**src/rtl/rcu_seq_pkg.sv**
```systemverilog
// Shared definitions for the RCU clock sequencer: FSM states, mux select
// encoding and default timing parameters.
package rcu_seq_pkg;

    typedef enum logic [2:0] {
        ST_IDLE      = 3'd0,
        ST_PLL_ON    = 3'd1,
        ST_WAIT_LOCK = 3'd2,
        ST_SETTLE    = 3'd3,
        ST_SWITCH    = 3'd4,
        ST_RUN       = 3'd5,
        ST_STOP      = 3'd6,
        ST_FAULT     = 3'd7
    } state_e;

    localparam logic CLK_SEL_BYPASS = 1'b0;
    localparam logic CLK_SEL_PLL    = 1'b1;

    localparam int TMO_W_DEF      = 16;
    localparam int SETTLE_CYC_DEF = 8;
    localparam int SWITCH_CYC_DEF = 4;

    // Sequencing is in progress everywhere except the three resting states.
    function automatic logic is_busy(input state_e st);
        logic b;
        case (st)
            ST_IDLE, ST_RUN, ST_FAULT: b = 1'b0;
            default:                   b = 1'b1;
        endcase
        return b;
    endfunction

endpackage

```
**src/rtl/rcu_sync2.sv**
```systemverilog
// Two-flop synchronizer for a single asynchronous level, reset to 0.
module rcu_sync2 (
    input  logic clk,
    input  logic rst,
    input  logic d,
    output logic q
);

    logic meta;

    always_ff @(posedge clk or posedge rst) begin
        if (rst) begin
            meta <= 1'b0;
            q    <= 1'b0;
        end else begin
            meta <= d;
            q    <= meta;
        end
    end

endmodule

```
**src/rtl/rcu_clk_seq.sv**
```systemverilog
// PLL bring-up sequencer: enables the PLL, waits for a stable lock, switches
// the clock mux under peripheral reset, and falls back to bypass on loss/stop.
module rcu_clk_seq
    import rcu_seq_pkg::*;
#(
    parameter int TMO_W      = TMO_W_DEF,
    parameter int SETTLE_CYC = SETTLE_CYC_DEF,
    parameter int SWITCH_CYC = SWITCH_CYC_DEF
) (
    input  logic             clk_i,
    input  logic             rst_i,
    input  logic             req_i,
    input  logic             stop_i,
    input  logic             clr_i,
    input  logic [2:0]       cfg_i,
    input  logic [TMO_W-1:0] tmo_i,
    input  logic             lock_i,
    output logic             pll_en_o,
    output logic [2:0]       clk_cfg_o,
    output logic             clk_sel_o,
    output logic             periph_rst_o,
    output logic             busy_o,
    output logic             done_o,
    output logic             err_o
);

    localparam logic [TMO_W-1:0] SETTLE_LOAD = TMO_W'(SETTLE_CYC - 1);
    localparam logic [TMO_W-1:0] SWITCH_LOAD = TMO_W'(SWITCH_CYC - 1);
    localparam logic [TMO_W-1:0] CNT_ONE     = TMO_W'(1);

    state_e           state;
    logic [TMO_W-1:0] cnt;
    logic             lock_s;

    rcu_sync2 u_lock_sync (
        .clk (clk_i),
        .rst (rst_i),
        .d   (lock_i),
        .q   (lock_s)
    );

    assign busy_o = is_busy(state);

    // One counter serves the lock timeout, settle window and switch/stop holds;
    // it is only decremented while non-zero so it can never wrap.
    always_ff @(posedge clk_i or posedge rst_i) begin
        if (rst_i) begin
            state        <= ST_IDLE;
            cnt          <= '0;
            pll_en_o     <= 1'b0;
            clk_cfg_o    <= 3'b000;
            clk_sel_o    <= CLK_SEL_BYPASS;
            periph_rst_o <= 1'b1;
            done_o       <= 1'b0;
            err_o        <= 1'b0;
        end else begin
            done_o <= 1'b0;
            case (state)
                ST_IDLE: begin
                    if (req_i) begin
                        clk_cfg_o <= cfg_i;
                        cnt       <= tmo_i;
                        pll_en_o  <= 1'b1;
                        state     <= ST_PLL_ON;
                    end
                end
                ST_PLL_ON: begin
                    state <= ST_WAIT_LOCK;
                end
                ST_WAIT_LOCK: begin
                    // Lock is tested first so it wins on the final timeout cycle.
                    if (lock_s) begin
                        cnt   <= SETTLE_LOAD;
                        state <= ST_SETTLE;
                    end else if (cnt == '0) begin
                        pll_en_o <= 1'b0;
                        err_o    <= 1'b1;
                        state    <= ST_FAULT;
                    end else begin
                        cnt <= cnt - CNT_ONE;
                    end
                end
                ST_SETTLE: begin
                    if (!lock_s) begin
                        cnt   <= tmo_i;
                        state <= ST_WAIT_LOCK;
                    end else if (cnt == '0) begin
                        cnt          <= SWITCH_LOAD;
                        periph_rst_o <= 1'b1;
                        state        <= ST_SWITCH;
                    end else begin
                        cnt <= cnt - CNT_ONE;
                    end
                end
                ST_SWITCH: begin
                    // The mux moves one cycle after peripheral reset is asserted.
                    clk_sel_o <= CLK_SEL_PLL;
                    if (cnt == '0) begin
                        periph_rst_o <= 1'b0;
                        done_o       <= 1'b1;
                        state        <= ST_RUN;
                    end else begin
                        cnt <= cnt - CNT_ONE;
                    end
                end
                ST_RUN: begin
                    if (!lock_s) begin
                        periph_rst_o <= 1'b1;
                        clk_sel_o    <= CLK_SEL_BYPASS;
                        pll_en_o     <= 1'b0;
                        err_o        <= 1'b1;
                        state        <= ST_FAULT;
                    end else if (stop_i) begin
                        periph_rst_o <= 1'b1;
                        clk_sel_o    <= CLK_SEL_BYPASS;
                        cnt          <= SWITCH_LOAD;
                        state        <= ST_STOP;
                    end
                end
                ST_STOP: begin
                    if (cnt == '0) begin
                        pll_en_o <= 1'b0;
                        state    <= ST_IDLE;
                    end else begin
                        cnt <= cnt - CNT_ONE;
                    end
                end
                ST_FAULT: begin
                    pll_en_o     <= 1'b0;
                    clk_sel_o    <= CLK_SEL_BYPASS;
                    periph_rst_o <= 1'b1;
                    err_o        <= 1'b1;
                    if (clr_i) begin
                        err_o <= 1'b0;
                        state <= ST_IDLE;
                    end
                end
                default: begin
                    state <= ST_IDLE;
                end
            endcase
        end
    end

endmodule

```
**config.mk**
```make
export PLATFORM = sky130hd
export DESIGN_NAME = rcu_clk_seq
export DESIGN_NICKNAME = d
export VERILOG_FILES = /design/src/rtl/rcu_seq_pkg.sv /design/src/rtl/rcu_sync2.sv /design/src/rtl/rcu_clk_seq.sv
export SDC_FILE = /design/constraint.sdc
export NUM_CORES = 1
export LEC_CHECK = 0
export ABC_AREA = 0
export CAP_MARGIN = 10
export CORE_ASPECT_RATIO = 1.5
export CORE_MARGIN = 2
export CORE_UTILIZATION = 54
export CTS_BUF_LIST = sky130_fd_sc_hd__clkbuf_16
export DETAILED_ROUTE_END_ITERATION = 8
export GPL_TIMING_DRIVEN = 0
export PLACE_DENSITY = 0.79
export REMOVE_ABC_BUFFERS = 1
export SYNTH_ARGS = -nofsm -noshare
export SYNTH_HDL_FRONTEND = slang
export SYNTH_SLANG_ARGS = --single-unit
export TNS_END_PERCENT = 30
```
**constraint.sdc**
```tcl
create_clock -name clk_i -period 2.9 [get_ports clk_i]
set_clock_uncertainty 0.2 [all_clocks]
set_input_delay 0.29 -clock clk_i [delete_from_list [all_inputs] [get_ports clk_i]]
set_output_delay 0.29 -clock clk_i [all_outputs]
set_load 0.01 [all_outputs]
```
# --- Word level (Yosys, flattened, before mapping) ---
# Cells that the tools add are included.
op_classes:
  addsub: 1
  reduce_logical: 16
  n_mux: 40
  n_eq_ne: 21
op_table:
  columns: ["cell", "count"]
  rows:
  - ["$mux W16", 7]
  - ["$pmux W16 S5", 1]
  - ["$mux W3", 10]
  - ["$pmux W3 S8", 1]
  - ["$ne A2 B2 Y1 const B", 9]
  - ["$mux W1", 17]
  - ["$logic_not A16 Y1", 1]
  - ["$sub A16 B1 Y16 const B", 1]
  - ["$eq A3 B3 Y1 const B", 4]
  - ["$reduce_and A4 Y1", 3]
  - ["$reduce_bool A5 Y1", 2]
  - ["$reduce_and A7 Y1", 1]
  - ["$eq A3 B2 Y1 const B", 2]
  - ["$ne A3 B3 Y1 const B", 2]
  - ["$pmux W1 S3", 2]
  - ["$reduce_bool A3 Y1", 2]
  - ["$pmux W1 S5", 1]
  - ["$reduce_and A5 Y1", 1]
  - ["$ne A2 B1 Y1 const B", 2]
  - ["$pmux W1 S4", 1]
  - ["$reduce_and A2 Y1", 2]
  - ["$reduce_bool A4 Y1", 1]
  - ["$eq A3 B1 Y1 const B", 1]
  - ["$logic_not A3 Y1", 1]
  - ["other kinds (3)", 3]
totals:
  output_inout_bits: 9
  register_bits: 29
  in_bits: 25
  wordCells: 88

# --- Longest topological paths before layout ---
logic_depth:
  depth_word: 4
  depth_mapped: 11
  ltp_nobuf: 11

# --- Hierarchy ---
# A second synthesis with hierarchy kept.
unflattened:
  cells_unflattened: 224
  area_unflattened_um2: 1966.9
modules_own_cells:
  columns: ["mod", "seq_area_each_um2", "area_each_um2", "cells_per_inst", "instances"]
  rows:
  - ["rcu_clk_seq", 676.9, 1913.1, 221, 1]
  - ["rcu_sync2", 50.0, 53.8, 3, 1]

# --- Worst setup path after synthesis ---
# No wires, ideal clock.
synth_timing:
  path_type: "register to register"
  startpoint: "register cnt[0]"
  endpoint: "register cnt[0]"
  arrival_time_ps: 2073
  period_less_slack_ps: 2355
  slack_ps: 545
  path_stages_with_launch: 12
  n_path_buf: 0
  required_ps: 2618
  setup_time_ps: 82
  cell_sequence: "dfrtp_1 > inv_1 > ha_1 > nor4b_2 > nand2_1 > nor2_2 > inv_2 > ha_1 > inv_1 > a21oi_1 > o221ai_1 > a31oi_1"
synth_between:
  elab_chain_cells: 4
  elab_cells_between_ends: 7
  classes_between: "add/sub (1); mux (5); reduce/logical (1)"
synth_lines:
  columns: ["item", "line_no", "text"]
  rows:
  - ["start: declaration", "rcu_clk_seq.sv:32", "logic [TMO_W-1:0] cnt;"]
  - ["start signal: assignment", "rcu_clk_seq.sv:62", "cnt <= tmo_i;"]
  - ["start signal: assignment", "rcu_clk_seq.sv:80", "cnt <= cnt - CNT_ONE;"]
  - ["start signal: assignment", "rcu_clk_seq.sv:85", "cnt <= tmo_i;"]
  - ["$sub A16 B1 Y16 / $logic_not A16 Y1 (equally long branches)", null, null]
  - ["$mux W16 (on tied branches)", null, null]
  - ["$mux W16 (on tied branches)", "rcu_clk_seq.sv:84, rcu_clk_seq.sv:72", null]
  - ["$pmux W16 S5 *", "rcu_clk_seq.sv:58", "case (state)"]
# Mark *: on every way between the ends. The rest lies on a longest branch, timed or not.
# A chain may end at the register's enable or synchronous reset.

# --- Final worst setup path ---
layout_timing:
  startpoint: "register state[1]"
  endpoint: "register cnt[3]"
layout_between:
  elab_chain_cells: 4
  elab_cells_between_ends: 13
  classes_between: "eq/ne (8); mux (1); reduce/logical (4)"
layout_lines:
  columns: ["item", "line_no", "text"]
  rows:
  - ["start: declaration", "rcu_clk_seq.sv:31", "state_e state;"]
  - ["start signal: assignment", "rcu_clk_seq.sv:48", "state <= ST_IDLE;"]
  - ["start signal: assignment", "rcu_clk_seq.sv:64", "state <= ST_PLL_ON;"]
  - ["start signal: assignment", "rcu_clk_seq.sv:68", "state <= ST_WAIT_LOCK;"]
  - ["$eq A3 B3 Y1", "rcu_clk_seq.sv:58", null]
  - ["$reduce_or A2 Y1 (no line)", null, null]
  - ["$reduce_bool A5 Y1 (no line)", null, null]
  - ["$reduce_and A4 Y1 (no line)", null, null]
# Parallel ways exist; a longest one is shown, timed or not.

==> results.sh <==
export IMPL_run_status="complete, no violations"
export IMPL_cts_hold_buf=0
export IMPL_wl_per_cell_um=18.0
export IMPL_synth_cell_type_count=67
export IMPL_p_leak_nw=1.04
export IMPL_dpl_instance_area_um2=2390
export IMPL_cp_required_ns=2.83
export IMPL_max_slew_margin_pct=41.8
export IMPL_worst_pin_slew_ns=0.873
export IMPL_grt_max_degree=31
export IMPL_n_fill_cell=289
export IMPL_ys_flop_type="dfrtp_1"
export IMPL_yosys_warnings=0
export IMPL_ys_async_sr_fraction_pct=100
export IMPL_dp_hpwl_um=3760
export IMPL_vias=2115
export IMPL_core_um2=3680
export IMPL_clock_latency_ns=0.28
export IMPL_instances_no_fill=318
export IMPL_crit_start="state[1]"
export IMPL_max_freq_mhz=374
export IMPL_antenna_cells=0
export IMPL_crit_fanout=30
export IMPL_reg2reg_from="state[1]"
export IMPL_rr_endpoint="cnt[3]"
export IMPL_report_final_slew_viol_count=0
export IMPL_min_path_type="primary input to async pin"
export IMPL_period_share_pct=92.2
export IMPL_grt_pass1_vias=2015
export IMPL_avgSynthCellArea_um2=8.37
export IMPL_rsz0062_at_grt="false"
export IMPL_syn_area_um2=2080
export IMPL_viasPerCell=6.65
export IMPL_area_growth_pct=26.1
export IMPL_cts_tree="done"
export IMPL_grt_pass1_wl_um=9330
export IMPL_synth_seq_area_share_pct=34.9
export IMPL_route_detailed_drc=0
export IMPL_layout_drive_gt1_share_pct=10.9
export IMPL_htree_num_levels=2
export IMPL_gp_congestion=0.885
export IMPL_nets=301
export IMPL_r2r_setup_slack_ns=0.23
export IMPL_rr_worst_depth=5
export IMPL_drtIter0Drc=132
export IMPL_slowest_stage="dfrtp_1"
export IMPL_crit_buf_inv=0
export IMPL_synth_edf_count=0
export IMPL_chipHeight_um=80.1
export IMPL_start_util_pct=56.6
export IMPL_startpoint_type="flop"
export IMPL_cts_sinks=29
export IMPL_antenna_left=0
export IMPL_finalHoldViolCount=0
export IMPL_cp_arrival_ns=2.61
export IMPL_dr_pass1_iters=4
export IMPL_path_cells="nand4b_1 > nand3_1 > and3_1 > a21oi_1 > o211ai_1"
export IMPL_crit_path_end="cnt[3]"
export IMPL_die_area_um2=4380
export IMPL_ys_ff_latch=29
export IMPL_path_depth=5
export IMPL_io_pin_count=34
export IMPL_endpoint_kind="flop"
export IMPL_synth_top_area_cell="dfrtp_1"
export IMPL_grt_usage_pct=29.3
export IMPL_rows=27
export IMPL_worst_ir_drop_vdd_mv=0.854
export IMPL_root_buffer="clkbuf_16"
export IMPL_period_minus_slack_ns=2.67
export IMPL_antenna_found_initial=0
export IMPL_placedCellCount=309
export IMPL_setup_violations=0
export IMPL_grt_ovfl_total=0
export IMPL_slowest_delay_ns=0.91
export IMPL_finalSetupTns_ns=0
export IMPL_cts_buffers=5
export IMPL_clk_path_buf_depth=2
export IMPL_drt_total_wl_um=5730
export IMPL_synth_area_leaders="dfrtp_1 34%, nand2_1 5.0%, a21oi_1 4.8%, o21ai_0 3.8%, nor2_1 2.3%"
export IMPL_netlist_top_cells_count="28 x dfrtp_1, 28 x nand2_1, 20 x a21oi_1, 16 x o21ai_0, 13 x nor2_1"
export IMPL_synth_top_area_share_pct=33.6
export IMPL_crit_type="flop to flop"
export IMPL_die_w_um=54.7
export IMPL_clk_pin_slew_ns=0.05
export IMPL_numPortBuffers=33
export IMPL_finalPower_mw=2.98
export IMPL_crit_family="simple AND/OR/NAND/NOR gates"
export IMPL_synthCells=249
export IMPL_cap_violations=0
export IMPL_power_density_nw_per_um2=1140
export IMPL_final_cell_area_um2=2630
how the worst min path moves through the flow:
stage                            end             start
floorplan           u_lock_sync.meta            lock_i
global placement       u_lock_sync.q  u_lock_sync.meta
detailed placement     u_lock_sync.q  u_lock_sync.meta
CTS                    u_lock_sync.q  u_lock_sync.meta
global route           u_lock_sync.q  u_lock_sync.meta
finish                        cnt[8]             rst_i
report_power, final:
group          internal, mW  switching, mW
clock network         0.490          0.188
registers             0.577          0.336
logic                 0.616          0.778
flip-flops by register name, indices dropped and copies added, names as in the netlist:
signal / flops
clk_sel_o: 1
pll_en_o: 1
state: 3
done_o: 1
u_lock_sync.meta: 1
cnt: 16
err_o: 1
periph_rst_o: 1
clk_cfg_o: 3
u_lock_sync.q: 1
layout by cell type, fill, tap and decap left out, types with 6 or more instances in the layout:
cell	instances
nand2_1	27
inv_1	9
nor3_1	9
a31oi_1	6
and3_1	6
clkdlybuf4s50_1	33
a21oi_1	20
nor2_1	13
dfrtp_1	28
o21ai_0	16
per-stage QoR:
stage	setup WS [ns]	utilization, %	hold slack, ns
after floorplan	0.524	-	0.121
after global placement	0.0976	65.0	0.143
after detailed placement	0.0510	65.0	0.136
after CTS	0.0227	70.1	0.157
after global routing	0.0680	71.3	0.168
final	0.226	71.3	0.156
repair_timing:
item,4_1_cts,5_1_grt
gates resized for setup,0,3
buffers inserted,0,0
setup endpoints to repair,0,1
metal layers:
metal	vias to the layer above	track usage, %	routed length, um
li1	1005	-	-
met1	1039	35.5	2370
met2	64	47.6	3040
met3	7	5.39	239
met4	0	14.5	77
met5	-	0	0
area by class of cell:
type | instances | area (um2) | area share [%]
clock inverter | 3 | 65.1 | 2.48
clock buffer | 5 | 125 | 4.76
inverter | 10 | 37.5 | 1.43
multi-input combinational | 194 | 1260 | 48.0
sequential | 29 | 727 | 27.7
timing repair buffer | 34 | 358 | 13.6
tap | 43 | 53.8 | 2.05
cells by family after synthesis:
group / count (synthesis) / share of synthesized area, %
adder cells (fa/ha/maj): 2 / 1.20
AND/OR/NAND/NOR: 92 / 25.1
buffers and inverters: 26 / 5.41
multiplexers: 3 / 1.62
AO/OA/AOI/OAI: 96 / 31.4
flip-flops: 29 / 34.9
XOR/XNOR: 1 / 0.420
Note: power is estimated with default switching activity, not from simulation.
